`config.mk`:
```
export PLATFORM = sky130hd
export DESIGN_NAME = muldiv_unit_param
export DESIGN_NICKNAME = d
export VERILOG_FILES = /design/src/rtl/muldiv_unit_param.sv
export SDC_FILE = /design/constraint.sdc
export NUM_CORES = 2
export LEC_CHECK = 0
export ABC_AREA = 1
export BUFFER_PORTS_ARGS = -buffer_cell sky130_fd_sc_hd__buf_2
export CAP_MARGIN = 30
export CORE_MARGIN = 2
export CORE_UTILIZATION = 55
export CTS_CLUSTER_SIZE = 25
export DETAILED_ROUTE_END_ITERATION = 8
export PLACE_DENSITY = 0.71
export SYNTH_ARGS = -nofsm -noshare
export SYNTH_HDL_FRONTEND = slang
export SYNTH_SLANG_ARGS = --single-unit
```
`constraint.sdc`:
```
create_clock -name clock -period 16.2 [get_ports clock]
set_clock_uncertainty 0.05 [all_clocks]
set_input_delay 4.05 -clock clock [delete_from_list [all_inputs] [get_ports clock]]
set_output_delay 4.05 -clock clock [all_outputs]
set_load 0.02 [all_outputs]
```
`src/rtl/muldiv_unit_param.sv`:
```
// Multiply/divide unit with a valid/ready handshake on both sides.
// The multiply path is a pipelined full-width product; the divide path is radix-4 restoring.
module muldiv_unit_param #(
  parameter int WIDTH       = 32,
  parameter int MUL_LATENCY = 2
) (
  input  logic             clock,
  input  logic             reset,
  input  logic             flush,
  input  logic [WIDTH-1:0] in_src0,
  input  logic [WIDTH-1:0] in_src1,
  input  logic [1:0]       in_op,
  input  logic             in_sign,
  input  logic             in_valid,
  output logic             in_ready,
  output logic             out_valid,
  input  logic             out_ready,
  output logic [WIDTH-1:0] out_res0,
  output logic [WIDTH-1:0] out_res1,
  output logic [1:0]       out_op,
  output logic             out_dz
);
  // state | meaning
  // IDLE  | waiting for a request, in_ready = 1
  // MUL   | product moving through the multiply pipeline
  // DIV   | radix-4 iteration, or one-cycle bypass for divide-by-zero / overflow
  // DONE  | result presented, held until out_ready
  localparam logic [1:0] S_IDLE = 2'd0;
  localparam logic [1:0] S_MUL  = 2'd1;
  localparam logic [1:0] S_DIV  = 2'd2;
  localparam logic [1:0] S_DONE = 2'd3;

  localparam logic [1:0] OP_MUL = 2'd1;
  localparam logic [1:0] OP_DIV = 2'd2;

  localparam int CW = $clog2(WIDTH) + 1;
  localparam logic [WIDTH-1:0] MOST_NEG = {1'b1, {(WIDTH-1){1'b0}}};

  logic [1:0]         state;
  logic [CW-1:0]      cnt;
  logic [1:0]         op_q;
  logic               sign_q, neg_q, neg_r, dz_q, ovf_q;
  logic [WIDTH-1:0]   op_a, op_b, div_q, div_r;
  logic [2*WIDTH-1:0] ext_a, ext_b, mul_prod, mul_tail;

  logic [WIDTH-1:0]   abs_a, abs_b, q_fix, r_fix, r_nx;
  logic [WIDTH+1:0]   r_sh, d1, d2, d3;
  logic [1:0]         digit;
  logic               is_dz, is_ovf;

  assign in_ready  = (state == S_IDLE);
  assign out_valid = (state == S_DONE);

  // Sign-extending both operands to 2*WIDTH makes one truncated multiply serve signed and unsigned.
  always_comb begin
    ext_a    = {{WIDTH{sign_q & op_a[WIDTH-1]}}, op_a};
    ext_b    = {{WIDTH{sign_q & op_b[WIDTH-1]}}, op_b};
    mul_prod = ext_a * ext_b;
  end

  generate
    if (MUL_LATENCY == 1) begin : g_mul_direct
      assign mul_tail = mul_prod;
    end else begin : g_mul_pipe
      logic [2*WIDTH-1:0] pipe [MUL_LATENCY-1];
      always_ff @(posedge clock or posedge reset) begin
        if (reset) begin
          for (int i = 0; i < MUL_LATENCY - 1; i++) pipe[i] <= '0;
        end else if (state == S_MUL) begin
          pipe[0] <= mul_prod;
          for (int i = 1; i < MUL_LATENCY - 1; i++) pipe[i] <= pipe[i-1];
        end
      end
      assign mul_tail = pipe[MUL_LATENCY-2];
    end
  endgenerate

  always_comb begin
    abs_a  = (in_sign & in_src0[WIDTH-1]) ? -in_src0 : in_src0;
    abs_b  = (in_sign & in_src1[WIDTH-1]) ? -in_src1 : in_src1;
    is_dz  = (in_src1 == '0);
    is_ovf = in_sign && (in_src0 == MOST_NEG) && (in_src1 == '1);
  end

  // Partial remainder stays below the divisor, so the shifted value fits in WIDTH+2 bits.
  always_comb begin
    r_sh = {div_r, div_q[WIDTH-1 -: 2]};
    d1   = {2'b00, op_b};
    d2   = {1'b0, op_b, 1'b0};
    d3   = d1 + d2;
    if (r_sh >= d3) begin
      digit = 2'd3;
      r_nx  = WIDTH'(r_sh - d3);
    end else if (r_sh >= d2) begin
      digit = 2'd2;
      r_nx  = WIDTH'(r_sh - d2);
    end else if (r_sh >= d1) begin
      digit = 2'd1;
      r_nx  = WIDTH'(r_sh - d1);
    end else begin
      digit = 2'd0;
      r_nx  = WIDTH'(r_sh);
    end
    q_fix = neg_q ? -div_q : div_q;
    r_fix = neg_r ? -div_r : div_r;
  end

  always_ff @(posedge clock or posedge reset) begin
    if (reset) begin
      state    <= S_IDLE;
      cnt      <= '0;
      op_q     <= '0;
      sign_q   <= 1'b0;
      neg_q    <= 1'b0;
      neg_r    <= 1'b0;
      dz_q     <= 1'b0;
      ovf_q    <= 1'b0;
      op_a     <= '0;
      op_b     <= '0;
      div_q    <= '0;
      div_r    <= '0;
      out_res0 <= '0;
      out_res1 <= '0;
      out_op   <= '0;
      out_dz   <= 1'b0;
    end else if (flush) begin
      state <= S_IDLE;
    end else begin
      case (state)
        S_IDLE: begin
          if (in_valid && (in_op == OP_MUL || in_op == OP_DIV)) begin
            op_q   <= in_op;
            sign_q <= in_sign;
            op_a   <= in_src0;
            if (in_op == OP_MUL) begin
              op_b  <= in_src1;
              cnt   <= CW'(MUL_LATENCY - 1);
              state <= S_MUL;
            end else begin
              op_b  <= abs_b;
              div_q <= abs_a;
              div_r <= '0;
              neg_q <= in_sign & (in_src0[WIDTH-1] ^ in_src1[WIDTH-1]);
              neg_r <= in_sign & in_src0[WIDTH-1];
              dz_q  <= is_dz;
              ovf_q <= is_ovf;
              cnt   <= (is_dz || is_ovf) ? '0 : CW'(WIDTH / 2);
              state <= S_DIV;
            end
          end
        end
        S_MUL: begin
          if (cnt == '0) begin
            {out_res1, out_res0} <= mul_tail;
            out_op <= op_q;
            out_dz <= 1'b0;
            state  <= S_DONE;
          end else begin
            cnt <= cnt - 1'b1;
          end
        end
        S_DIV: begin
          if (cnt != '0) begin
            div_r <= r_nx;
            div_q <= {div_q[WIDTH-3:0], digit};
            cnt   <= cnt - 1'b1;
          end else begin
            if (dz_q) begin
              out_res0 <= '1;
              out_res1 <= op_a;
            end else if (ovf_q) begin
              out_res0 <= MOST_NEG;
              out_res1 <= '0;
            end else begin
              out_res0 <= q_fix;
              out_res1 <= r_fix;
            end
            out_dz <= dz_q;
            out_op <= op_q;
            state  <= S_DONE;
          end
        end
        default: begin
          if (out_ready) state <= S_IDLE;
        end
      endcase
    end
  end
endmodule
```
==> results.toml <==
[global_routing]
grt_use_total_pct = 42.7
grt_pass1_vias = 58100
grt_pass1_wl_mm = 370
antenna_found_initial = 6
grt_overflow = 0
grt_max_degree = 99

[critical_path]
crit_top_cell = "fa_1"
crit_path_top_delay_cell = "fa_1"
worstPathRequired_ns = 16.58
worstSetupStartpoint = "op_a[31]"
cp.arrival_ns = 9.32
cp_top_family = "adder cells"
cp_max_fo = 35
criticalPathCategory = "reg -> reg"
cpPeakStageDelay_ns = 1.08
crit_path_start_kind = "flip-flop"
end_kind = "flip-flop"
path_buf_inv = 9
timing.rr.start = "op_a[31]"

[clocking]
clk_pin_slew_worst_paths_ns = 0.06
cts_buffer_depth = 3
htree_levels = 2
numCtsBuffers = 37
clk_latency_ns = 0.61
clock_sinks = 274
cts_resized = 0
cts_root_buffer = "clkbuf_16"
postCtsSetupBuffers = 0
cts_tree = "built"
ctsHoldBuffers = 0

[sta]
period_minus_slack_ns = 8.95
fmax_ghz = 0.112
worst_pin_slew_ns = 1.10
setup_viol = 0
slew_violations = 0
slew_headroom_pct = 26.6
final_hold_viol_count = 0
grt_setup_unrepaired = "no"
setup_tns_ns = 0
finalCritPeriodShare_pct = 55.2

[finish]
area_growth_pct = 5.49
utilization_pct = 58.5
drive_above_1_share_pct = 5.03
nets = 10100

[worst_hold_path]
hp-class = "reg -> reg"
worstHoldStart = "g_mul_pipe.pipe[5]"

[placement]
place.gp.congestion = 1.05
place_hpwl_mm = 200
port_buffers = 140

[detailed_routing]
routed_wl_mm = 247
routedWlPerCell_um = 24.6
drt-vias-per-instance = 5.74
drtAntennaViolNets = 0
firstDrtPassIters = 6
route.detailed.drc = 0
initialDrtViolationCount = 5840
vias = 57700

[floorplanning]
rows = 124
io_pins = 141
initial_core_util_pct = 55.4
core_region_area_um2 = 114000
die_x_um = 343
die_area_um2 = 118000
die_height_um = 343

[synth]
syn_area_per_cell_um2 = 7.38
ys.flop_type = "dfrtp_1"
synthArstFlopShare_pct = 100
synth_fp_nets = 10100
syn-cell-area_um2 = 63300
yosys_warnings = 0
yosysTopAreaCellShare_pct = 35.7
ys_types = 61
synth_enable_flop_cells = 0
ys_seq_elements = 274
syn_inst = 8578
synth_area_leaders = "fa_1 (36%), nand2_1 (13%), inv_1 (12%)"
yosys.area.top_type = "fa_1"
ys_seq_area_share_pct = 10.8

[status]
run_status = "finished clean"

[job]
maxCapViolCount = 0
## synth_stat cells (all sizes together) (15+ instances only)
| cell type | instances |
|---|---|
| a31oi | 42 |
| xor2 | 85 |
| fa | 1129 |
| nor2 | 578 |
| o221ai | 15 |
| nor3 | 60 |
| buf | 51 |
| o211ai | 26 |
| clkbuf | 325 |
| a221oi | 19 |
| or2 | 40 |
| o21bai | 30 |
| nand3 | 358 |
| nor4 | 19 |
| ha | 353 |
| a21o | 26 |
| nand4 | 74 |
| dfrtp | 274 |
| xnor2 | 74 |
| inv | 1998 |
| a21oi | 354 |
| a21boi | 21 |
| nand3b | 31 |
| o21ai | 327 |
| nand2 | 2223 |
## state kept, by name, indices dropped and copies added, names as in the netlist, 6 cells and up
signal,count
g_mul_pipe.pipe,64
op_a,32
out_res1,32
div_r,32
cnt,6
out_res0,32
op_b,32
div_q,32
## layout by cell type, fill, tap and decap left out, types with 31 or more instances in the layout
cell / synthesis / final
nor3_1: 48 / 47
nand2_1: 2213 / 2212
inv_1: 1989 / 1986
fa_1: 1129 / 1129
nor2_1: 565 / 563
xor2_1: 85 / 85
nand3b_1: 31 / 31
dfrtp_1: 274 / 274
ha_1: 353 / 352
clkbuf_16: 0 / 37
xnor2_1: 74 / 74
nand3_1: 355 / 354
buf_4: 4 / 112
nand4_1: 73 / 73
a31oi_1: 42 / 42
or2_2: 35 / 35
o21ai_0: 306 / 306
a21oi_1: 350 / 350
buf_2: 26 / 141
## area by class of cell
| type | count | area (um2) |
|---|---|---|
| Clock inverter | 15 | 269 |
| Clock buffer | 51 | 1060 |
| Timing Repair Buffer | 260 | 1730 |
| Fill cell | 10800 | 47400 |
| Sequential cell | 274 | 6860 |
| Inverter | 1999 | 7510 |
| Multi-Input combinational cell | 5929 | 47500 |
| Tap cell | 1512 | 1890 |
| Antenna cell | 2 | 5.00 |
## final timing paths
kind	endpoint	slack [ns]	depth (start not counted)
worst max-delay path	g_mul_pipe.pipe[52]	7.25	28
worst min-delay path	g_mul_pipe.pipe[5]	0.43	2
worst max register to register	g_mul_pipe.pipe[52]	7.25	28
worst min register to register	g_mul_pipe.pipe[5]	0.43	2
max in group asynchronous	op_b[9]	11.18	3
min in group asynchronous	div_q[2]	3.46	2
## worst reg2reg max path, delay by kind of cell, from the launching register on
family	cells	cell delay, ns
flops	1	0.32
buf+inv	9	1.75
compound gates	4	0.68
simple gates	6	0.80
fa+ha+maj	9	5.20
## stage by stage
stage	std cells	hold slack, ns	setup WS, ns	cell area [um2]
5_1_grt	10000	0.444	6.69	66800
3_5_place_dp	9971	0.413	7.39	65400
2_1_floorplan	8578	0.392	4.55	63300
4_1_cts	10000	0.427	7.31	66700
6_report	10000	0.429	7.25	66800
3_3_place_gp	9963	0.409	7.42	65200
## layer usage
| layer | global-route usage [%] | routed length (um) | share of wire, % |
|---|---|---|---|
| met5 | 0.641 | 129 | 0.052 |
| met4 | 23.4 | 16500 | 6.7 |
| met3 | 10.6 | 28500 | 12 |
| met2 | 62.7 | 105000 | 42 |
| met1 | 58.3 | 97700 | 39 |
## kinds of logic after synthesis
logic type	Yosys count	synth area share [%]
adders and majority gates	1482	42.7
DFF	274	10.8
buffers and inverters	2375	14.3
and+or+nand+nor	3395	22.0
AOI/OAI and AO/OA	893	8.03
xor gates and xnor gates	159	2.20
Power is not shown: default switching activity piles up to over one toggle a cycle in this logic, so the estimate is an artifact.
